==> src/rtl/seq_mul_unit.sv <==
// Iterative multiply / multiply-accumulate engine: retires STEP multiplier bits per cycle,
// then applies sign fix-up and accumulation in one extra cycle before pulsing done.
module seq_mul_unit #(
   parameter int unsigned WIDTH = 32,
   parameter int unsigned STEP  = 1
) (
   input  logic             clk,
   input  logic             reset,
   input  logic             start,
   input  logic             clear,
   input  logic [2:0]       mode,
   input  logic [WIDTH-1:0] a,
   input  logic [WIDTH-1:0] b,
   input  logic [WIDTH-1:0] acc_lo,
   input  logic [WIDTH-1:0] acc_hi,
   output logic             busy,
   output logic             done,
   output logic [WIDTH-1:0] res_lo,
   output logic [WIDTH-1:0] res_hi,
   output logic [1:0]       flags
);

   localparam int unsigned Iters = WIDTH / STEP;
   localparam int unsigned CntW  = $clog2(Iters + 1);

   typedef enum logic [1:0] {StIdle, StRun, StFix, StDone} state_e;

   state_e               state_q, state_d;
   logic [CntW-1:0]      cnt_q, cnt_d;
   logic [WIDTH-1:0]     mcand_q, mcand_d;
   logic [2*WIDTH-1:0]   prod_q, prod_d;
   logic [2*WIDTH-1:0]   acc_q, acc_d;
   logic                 neg_q, neg_d;
   logic                 long_q, long_d;
   logic [WIDTH-1:0]     res_lo_q, res_lo_d;
   logic [WIDTH-1:0]     res_hi_q, res_hi_d;
   logic [1:0]           flags_q, flags_d;

   logic                 is_long, is_signed, is_acc;
   logic [WIDTH-1:0]     a_abs, b_abs;
   logic [WIDTH+STEP-1:0] partial, sum;
   logic [2*WIDTH-1:0]   fixed;

   // 01x decodes as plain MUL: no accumulate, no long result.
   assign is_long   = mode[2];
   assign is_signed = mode[2] & mode[1];
   assign is_acc    = mode[0] & (mode[2] | ~mode[1]);

   // -2^(W-1) negates to itself, which read unsigned is the correct magnitude.
   assign a_abs = (is_signed && a[WIDTH-1]) ? -a : a;
   assign b_abs = (is_signed && b[WIDTH-1]) ? -b : b;

   assign partial = {{STEP{1'b0}}, mcand_q} * {{WIDTH{1'b0}}, prod_q[STEP-1:0]};
   assign sum     = {{STEP{1'b0}}, prod_q[2*WIDTH-1:WIDTH]} + partial;
   assign fixed   = (neg_q ? -prod_q : prod_q) + acc_q;

   always_comb begin
      state_d  = state_q;
      cnt_d    = cnt_q;
      mcand_d  = mcand_q;
      prod_d   = prod_q;
      acc_d    = acc_q;
      neg_d    = neg_q;
      long_d   = long_q;
      res_lo_d = res_lo_q;
      res_hi_d = res_hi_q;
      flags_d  = flags_q;

      if (clear) begin
         state_d = StIdle;
      end else begin
         unique case (state_q)
            StIdle: begin
               if (start) begin
                  state_d = StRun;
                  cnt_d   = CntW'(Iters);
                  mcand_d = a_abs;
                  prod_d  = {{WIDTH{1'b0}}, b_abs};
                  neg_d   = is_signed & (a[WIDTH-1] ^ b[WIDTH-1]);
                  long_d  = is_long;
                  if (!is_acc) begin
                     acc_d = '0;
                  end else if (is_long) begin
                     acc_d = {acc_hi, acc_lo};
                  end else begin
                     acc_d = {{WIDTH{1'b0}}, acc_lo};
                  end
               end
            end
            StRun: begin
               // Multiplier bits leave from the bottom as the partial sum shifts in on top.
               prod_d = {sum, prod_q[WIDTH-1:STEP]};
               cnt_d  = cnt_q - 1'b1;
               if (cnt_q == CntW'(1)) begin
                  state_d = StFix;
               end
            end
            StFix: begin
               state_d  = StDone;
               res_lo_d = fixed[WIDTH-1:0];
               if (long_q) begin
                  res_hi_d = fixed[2*WIDTH-1:WIDTH];
                  flags_d  = {fixed[2*WIDTH-1], fixed == '0};
               end else begin
                  res_hi_d = '0;
                  flags_d  = {fixed[WIDTH-1], fixed[WIDTH-1:0] == '0};
               end
            end
            StDone: begin
               state_d = StIdle;
            end
            default: begin
               state_d = StIdle;
            end
         endcase
      end
   end

   always_ff @(posedge clk or negedge reset) begin
      if (!reset) begin
         state_q  <= StIdle;
         cnt_q    <= '0;
         mcand_q  <= '0;
         prod_q   <= '0;
         acc_q    <= '0;
         neg_q    <= 1'b0;
         long_q   <= 1'b0;
         res_lo_q <= '0;
         res_hi_q <= '0;
         flags_q  <= '0;
      end else begin
         state_q  <= state_d;
         cnt_q    <= cnt_d;
         mcand_q  <= mcand_d;
         prod_q   <= prod_d;
         acc_q    <= acc_d;
         neg_q    <= neg_d;
         long_q   <= long_d;
         res_lo_q <= res_lo_d;
         res_hi_q <= res_hi_d;
         flags_q  <= flags_d;
      end
   end

   assign busy   = (state_q != StIdle);
   assign done   = (state_q == StDone);
   assign res_lo = res_lo_q;
   assign res_hi = res_hi_q;
   assign flags  = flags_q;

endmodule

==> config.mk <==
export PLATFORM = sky130hd
export DESIGN_NAME = seq_mul_unit
export DESIGN_NICKNAME = d
export VERILOG_FILES = /design/src/rtl/seq_mul_unit.sv
export SDC_FILE = /design/constraint.sdc
export NUM_CORES = 1
export LEC_CHECK = 0
export BUFFER_PORTS_ARGS = -buffer_cell sky130_fd_sc_hd__buf_4
export CORE_MARGIN = 8
export CORE_UTILIZATION = 43
export DETAILED_ROUTE_END_ITERATION = 10
export PLACE_DENSITY = 0.6
export SLEW_MARGIN = 20
export SYNTH_ARGS = -nofsm -noshare
export SYNTH_HDL_FRONTEND = slang
export SYNTH_SLANG_ARGS = --single-unit
==> constraint.sdc <==
create_clock -name clk -period 6.4 [get_ports clk]
set_clock_uncertainty 0.15 [all_clocks]
set_input_delay 0.32 -clock clk [delete_from_list [all_inputs] [get_ports clk]]
set_output_delay 0.32 -clock clk [all_outputs]
set_load 0.005 [all_outputs]
==> metrics, run 1 <==
Ports between 200 and 250; Core ar. 41,700 um2; Max-Cap Viols 0; first-pass GRT wire length slightly above 90 mm; RR Startpoint prod_q[3]$_DFFE_PN0P_; Worst Hold Class in2reg; mapped cell area 18,100 um2; mean post-synth cell area 8.62 um2; RSZ-0062 raised after global routing no; post-route cell area 22,300 um2; HPWL after DPL 44.5 mm; Ys Warns 0; minimum clock period around 5.9 ns; Layout Area Growth over Synthesis 23.6%; Synth Flop Type dfrtp_1; Syn Nets ~2,300; Post-Synth Adder-Cell Area approximately 7.9%; CTS tree built; First-pass DRT Iterations 6; n_diodes 0; Pins Over Slew Limit 0; Die W roughly 220 um; largest net degree at the start of global routing about 170; run status finished clean; FF-to-FF path depth 19; startpoint type of the worst setup path register; Critical path origin prod_q[3]$_DFFE_PN0P_; Worst Setup End Kind register; largest family of logic cells by synthesized area compound AO/OA/AOI/OAI gates; Compound-Gate Fraction of Synth Area ~27%; Synth Instances roughly 2,100; Final #Nets between 2,000 and 3,000; Synth Area in Simple Gates 19.0%; vias in the first global route roughly 17,000; #FFs+latches synth between 200 and 250; All-Layer GR Usage 23.1%; Residual DRC 0; sequential area share after synthesis 32.7%; CP Max Fanout 6; post-synth top area share between 30% and 40%; Num CTS Buffers 29; setup TNS 0 ns; DR WL/cell ~20 um; initial antenna violation count 0; Netlist cell types 105; P per Cell Area 482 nW/um2; Die Ht between 200 and 250 um; Area after DPL about 20,000 um2; critical path class reg2reg; Iter 0 DRT Violations approximately 1,400; ANT nets after route 0; Vias ~17,000; Leakage about 0.01 uW; fraction of registers with async set/reset 100%; row count 75; Fin. Hold Viols 0; gp weighted congestion around 0.95; Post-Synth XOR/XNOR Area 9.22%; die area between 40,000 and 50,000 um2; Port Buf Inserts approximately 200; post-CTS setup buffers 0; Worst Path Arrival ~6.3 ns; Clock Tree Buf Depth 3; Worst-Margin Slew between 0.9 and 1 ns; slew margin rel. between 30% and 40%; WP data required 6.75 ns; R2R setup slack just under 0.5 ns; multiplexer share of the synthesized area less than 1%; Final setup viols 0; Starting Density 43.3%; setup ws final between 0.4 and 0.5 ns; crit path to flags[0]$_DFFE_PN0P_; Synth area leader dfrtp_1; Clk Latency, worst-skew pair around 0.57 ns; vias per cell approximately 5.8; Post-Route WL a little under 60 mm; fmax approximately 0.17 GHz; Peak VDD IR ~0.24 mV; H-tree depth 1; FF-to-FF End flags[0]$_DFFE_PN0P_; Post-synth EDFFs 0; clk sinks about 240; final cycle utilization of the critical path between 90% and 100%; layout cell share with drive strength beyond 1 14.3%; Root Buffer clkbuf_16; worst slack, placed roughly 0.5 ns; top cells by area, synth dfrtp_1 (33%), ha_1 (7.7%), xnor2_1 (6.2%), o21ai_0 (5.9%), nand2_1 (5.2%); Tot Pwr 10,800 uW; clk slew on worst S/H paths 0.06 ns; total grt overflow 0
## state kept, by name, indices dropped and copies added, names as in the netlist
register / count
acc_q: 64
prod_q: 64
mcand_q: 32
res_hi: 32
res_lo: 32
cnt_q: 6
flags: 2
state_q: 2
long_q: 1
neg_q: 1
## Yosys cell counts (45+ instances only)
cell type  count
xor2_1        63
dfrtp_1      236
o31ai_1       45
xnor2_1      127
o21ai_0      214
ha_1         111
a22o_1        68
nor2_1       106
clkbuf_1      87
nand2_1      251
a21oi_1      125
and2_1        47
## worst min-delay path by stage
stage,from,slack (ns),depth (start not counted),to
final,a[1],0.04,5,mcand_q[1]$_DFFE_PN0P_
after global routing,a[1],0.08,5,mcand_q[1]$_DFFE_PN0P_
after floorplan,reset,-0.13,0,acc_q[0]$_DFFE_PN0P_
after detailed placement,reset,0.15,1,cnt_q[4]$_DFFE_PN0P_
after CTS,a[1],0.02,5,mcand_q[1]$_DFFE_PN0P_
after global placement,reset,0.15,1,cnt_q[4]$_DFFE_PN0P_
## logic make-up (layout without fill, tap and decap cells)
| family | count (synthesis) | after routing |
|---|---|---|
| compound gates | 722 | 722 |
| simple gates | 662 | 662 |
| flops | 236 | 236 |
| xor+xnor | 190 | 190 |
| buf+inv | 155 | 441 |
| fa+ha+maj | 113 | 113 |
| mux | 16 | 16 |
## stage by stage
stage	instances	util [%]	hold WS [ns]
after global placement	2743	48.0	0.149
after floorplan	2094	-	-0.126
after detailed placement	2743	48.0	0.150
final	2919	53.6	0.0435
after CTS	2919	53.5	0.0230
after global routing	2919	53.6	0.0751
## worst max-delay path, stage by stage (launching register included)
cell      delay, ns
dfrtp_1        0.42
or3_1          0.43
or3b_1         0.47
nand2b_4       0.18
nand3b_4       0.20
or3_1          0.41
or2_1          0.26
o21ai_0        0.20
xnor2_1        0.18
ha_1           0.28
a21oi_1        0.34
o21ai_0        0.19
or4_1          0.61
o21bai_4       0.22
mux2_1         0.35
a31o_2         0.23
nor4_1         0.30
nor4b_2        0.25
nand4_1        0.10
nand2_1        0.08
## report_power, final
part	internal [uW]	leakage (uW)	switching [uW]
sequential	2070	0.00311	588
clock	1200	0.000529	684
combinational	2470	0.00634	3750
total	5730	0.00997	5020
## area by class of cell
cell class | count | area [um2]
clock buffers | 34 | 785
clock inverters | 19 | 313
well taps | 539 | 674
fillers | 3840 | 19300
multi-input cells | 1703 | 11600
repair buffers | 344 | 2910
inverters | 44 | 165
flip-flops and latches | 236 | 5910
## per-layer routing
layer / part of all wire, % / global-route usage (%) / wire length, um
met5: 0 / 0 / 0
met4: 2.4 / 6.22 / 1380
met3: 6.4 / 4.14 / 3730
met2: 44 / 36.0 / 25900
met1: 47 / 32.5 / 27400
## placed cells by master (no fill, tap or decap), types with 10 or more instances in the layout
cell and n:
nand4_1 32, o41ai_1 17, a21o_1 41, nand2_1 251
nand3_1 28, dfrtp_1 236, o21ai_0 214, o21a_1 29
a22oi_1 23, a21oi_1 125, xnor2_1 127, mux2i_1 10
dlygate4sd3_1 123, a22o_1 68, and3_1 17, or3_1 24
ha_1 111, or4_1 16, clkbuf_16 29, a31oi_1 14
nor2b_1 11, o21bai_1 12, inv_1 44, nor4_1 18
nand2b_1 15, or2_2 11, nor3_1 32, and2_1 47
xor2_1 63, o31ai_1 45, o211ai_1 23, nor2_1 104
buf_4 219
## timing repair
action / 4_1_cts / 5_1_grt
resized for setup: 0 / 1
hold buffers: 123 / 0
endpoints found under the setup margin: 0 / 1
hold endpoints to repair: 189 / 0
No activity file was read; power rests on OpenSTA's default activity.
==> run 2, diff against run 1 <==
- GPL_TIMING_DRIVEN: default -> 0
==> run 2 against run 1 <==
- non-clock buffer count rose by 88
- die area did not move
- clock-buffer cell count rose by 2
- sequential share of layout area fell by 0.32 points
- combinational power rose by 1%
- flip-flop and latch count did not move
- global-route usage rose by 0.86 points
- worst setup slack got worse by 0.27 ns
- clock power fell by 4%
==> metrics, run 2 (same netlist as run 1, synthesis figures left out) <==
first-pass GRT wire length 95.6 mm (+3.3%); placed cell count 2,836 (+3.4%); First-pass DRT Iterations 7 (+1); Peak VDD IR 0.211 mV (-11%); Fin. Hold Viols 0 (unchanged); Leakage 0.0100 uW (+0.72%); Tot Pwr 10,800 uW (about the same); RR Startpoint prod_q[0]$_DFFE_PN0P_; ANT nets after route 0 (unchanged); CP Buf/Inv Count 2 (+2); All-Layer GR Usage 23.9% (+0.86 points); CP Max Fanout 20 (+14); Iter 0 DRT Violations 1,385 (-4.1%); Starting Density 43.3% (unchanged); fmax 0.162 GHz (-4.4%); clk slew on worst S/H paths 0.07 ns (about the same); Crit path max-delay family simple AND/OR/NAND/NOR gates; Worst Hold Class in2reg; Layout Area Growth over Synthesis 25.2%; WP data required 6.75 ns (about the same); Residual DRC 0 (unchanged); Critical path origin prod_q[0]$_DFFE_PN0P_; run status finished clean; Final #Nets 2,694 (+3.4%); commonest cells after routing, fill and taps aside nand2_1 (251), dfrtp_1 (235), o21ai_0 (214); Critical Path Max Stage Delay 0.58 ns (-0.03 ns); Port Buf Inserts 201 (-0.50%); Vias 17,400 (+2.6%); startpoint type of the worst setup path register; Die Ht 221 um (unchanged); setup ws final 0.222 ns (-0.270 ns); final cycle utilization of the critical path 96.5% (+4.2 points); Root Buffer clkbuf_16; H-tree depth 1 (unchanged); vias in the first global route 17,400 (+4.9%); Core ar. 41,700 um2 (unchanged); P per Cell Area 476 nW/um2 (-1.3%); vias per cell 5.77 (-0.30%); row count 75 (unchanged); gp weighted congestion 0.923 (-2.9%); HPWL after DPL 48.0 mm (+7.9%); Max-Cap Viols 0 (unchanged); final cell count without fillers 3,005 (+2.9%); Num CTS Buffers 29 (unchanged); commonest non-fill, non-tap cell in the layout nand2_1; die area 48,800 um2 (unchanged); Worst Setup End Kind register; Fin Hold WS 0.0429 ns (-0.000574 ns); crit-path cells inv_1 -> ha_1 -> or3b_1 -> nand2b_4 -> nand3b_4 -> or3_1 -> or2_1 -> nand3b_4 -> nand2_1 -> xnor2_1 -> ha_1 -> clkbuf_1 -> a21o_1 -> a31oi_2 -> o21ai_0 -> a2111oi_0 -> o41ai_2 -> o31ai_2 -> nand4_1 -> nor4b_2 -> nand4_1 -> nand2_1; Post-Route WL 60.4 mm (+3.5%); DR WL/cell 20.1 um (+0.50%); Pins Over Slew Limit 0 (unchanged); Final setup viols 0 (unchanged); Clock Tree Buf Depth 3 (unchanged); largest net degree at the start of global routing 94 (-44%); Largest regs acc_q: 64 flops, prod_q: 64 flops; Die W 221 um (unchanged); CTS tree built; total grt overflow 0 (unchanged); CP max-delay cell dfrtp_4; Worst Path Arrival 6.53 ns (+0.27 ns); clk sinks 236 (unchanged); initial antenna violation count 1 (+1); Clk Latency, worst-skew pair 0.57 ns (about the same); critical path class reg2reg; slew margin rel. 36.2% (-0.97 points); hold path startpoint a[1]; minimum clock period 6.18 ns (+0.270 ns); Worst-Margin Slew 0.953 ns (+0.0111 ns); Ports 203 (unchanged); fin util 54.3% (+0.69 points); worst slack, placed -0.225 ns (-0.724 ns); layout cell share with drive strength beyond 1 13.7% (-0.61 points); fillcell total 3,905 (+1.7%)
==> run 2: path summary, 6_finish.rpt <==
check / to / slack [ns] / cells after the start
worst max register to register: flags[0]$_DFFE_PN0P_ / 0.22 / 22
worst min register to register: mcand_q[31]$_DFFE_PN0P_ / 0.32 / 2
min in group asynchronous: prod_q[2]$_DFFE_PN0P_ / 0.12 / 2
max in group asynchronous: res_hi[21]$_DFFE_PN0P_ / 5.09 / 3
worst max-delay path: flags[0]$_DFFE_PN0P_ / 0.22 / 22
worst min-delay path: mcand_q[1]$_DFFE_PN0P_ / 0.04 / 5
==> run 2: worst min-delay path, delay by kind of cell <==
family                 cells  cell delay [ns]
buffers and inverters      2             0.13
and+or+nand+nor            1             0.09
AOI/OAI and AO/OA          2             0.18
==> run 2: metal layers <==
metal	global-route usage, %	vias up	part of all wire [%]
li1	-	8457	-
met1	32.4	8289	46
met2	38.7	483	46
met3	3.17	121	5.1
met4	8.93	0	3.6
met5	0	-	0
==> run 2: layout make-up <==
class	count	area [um2]	share of cell area, %
Buffer	108	432	1.91
Inverter	44	165	0.731
Clock inverter	14	258	1.14
Clock buffer	36	782	3.46
Tap cell	539	674	2.98
Sequential cell	236	5910	26.1
Multi-Input combinational cell	1703	11600	51.3
Timing Repair Buffer	324	2780	12.3
Antenna cell	1	2.50	0.0111
==> run 2: what timing repair did <==
action                                  4_1_cts  5_1_grt
gates cloned                                  0        0
gates resized for setup                       3       10
pin swaps                                     1        1
endpoints found under the setup margin        3        4
endpoints found under the hold margin       185        0
buffers inserted                              0        1
hold buffers                                120        0
==> run 2: per-stage QoR <==
| stage | area [um2] | TNS (ns) |
|---|---|---|
| after floorplan | 18100 | 0 |
| after detailed placement | 20300 | -0.285 |
| final | 22600 | 0 |
| after CTS | 22500 | 0 |
| after global placement | 20200 | -0.234 |
| after global routing | 22600 | -0.00676 |
==> run 2: power by group <==
| group | leakage [uW] | internal [uW] | switching [uW] |
|---|---|---|---|
| Sequential | 0.00310 | 2070 | 578 |
| Combinational | 0.00643 | 2480 | 3810 |
| Clock | 0.000504 | 1140 | 672 |
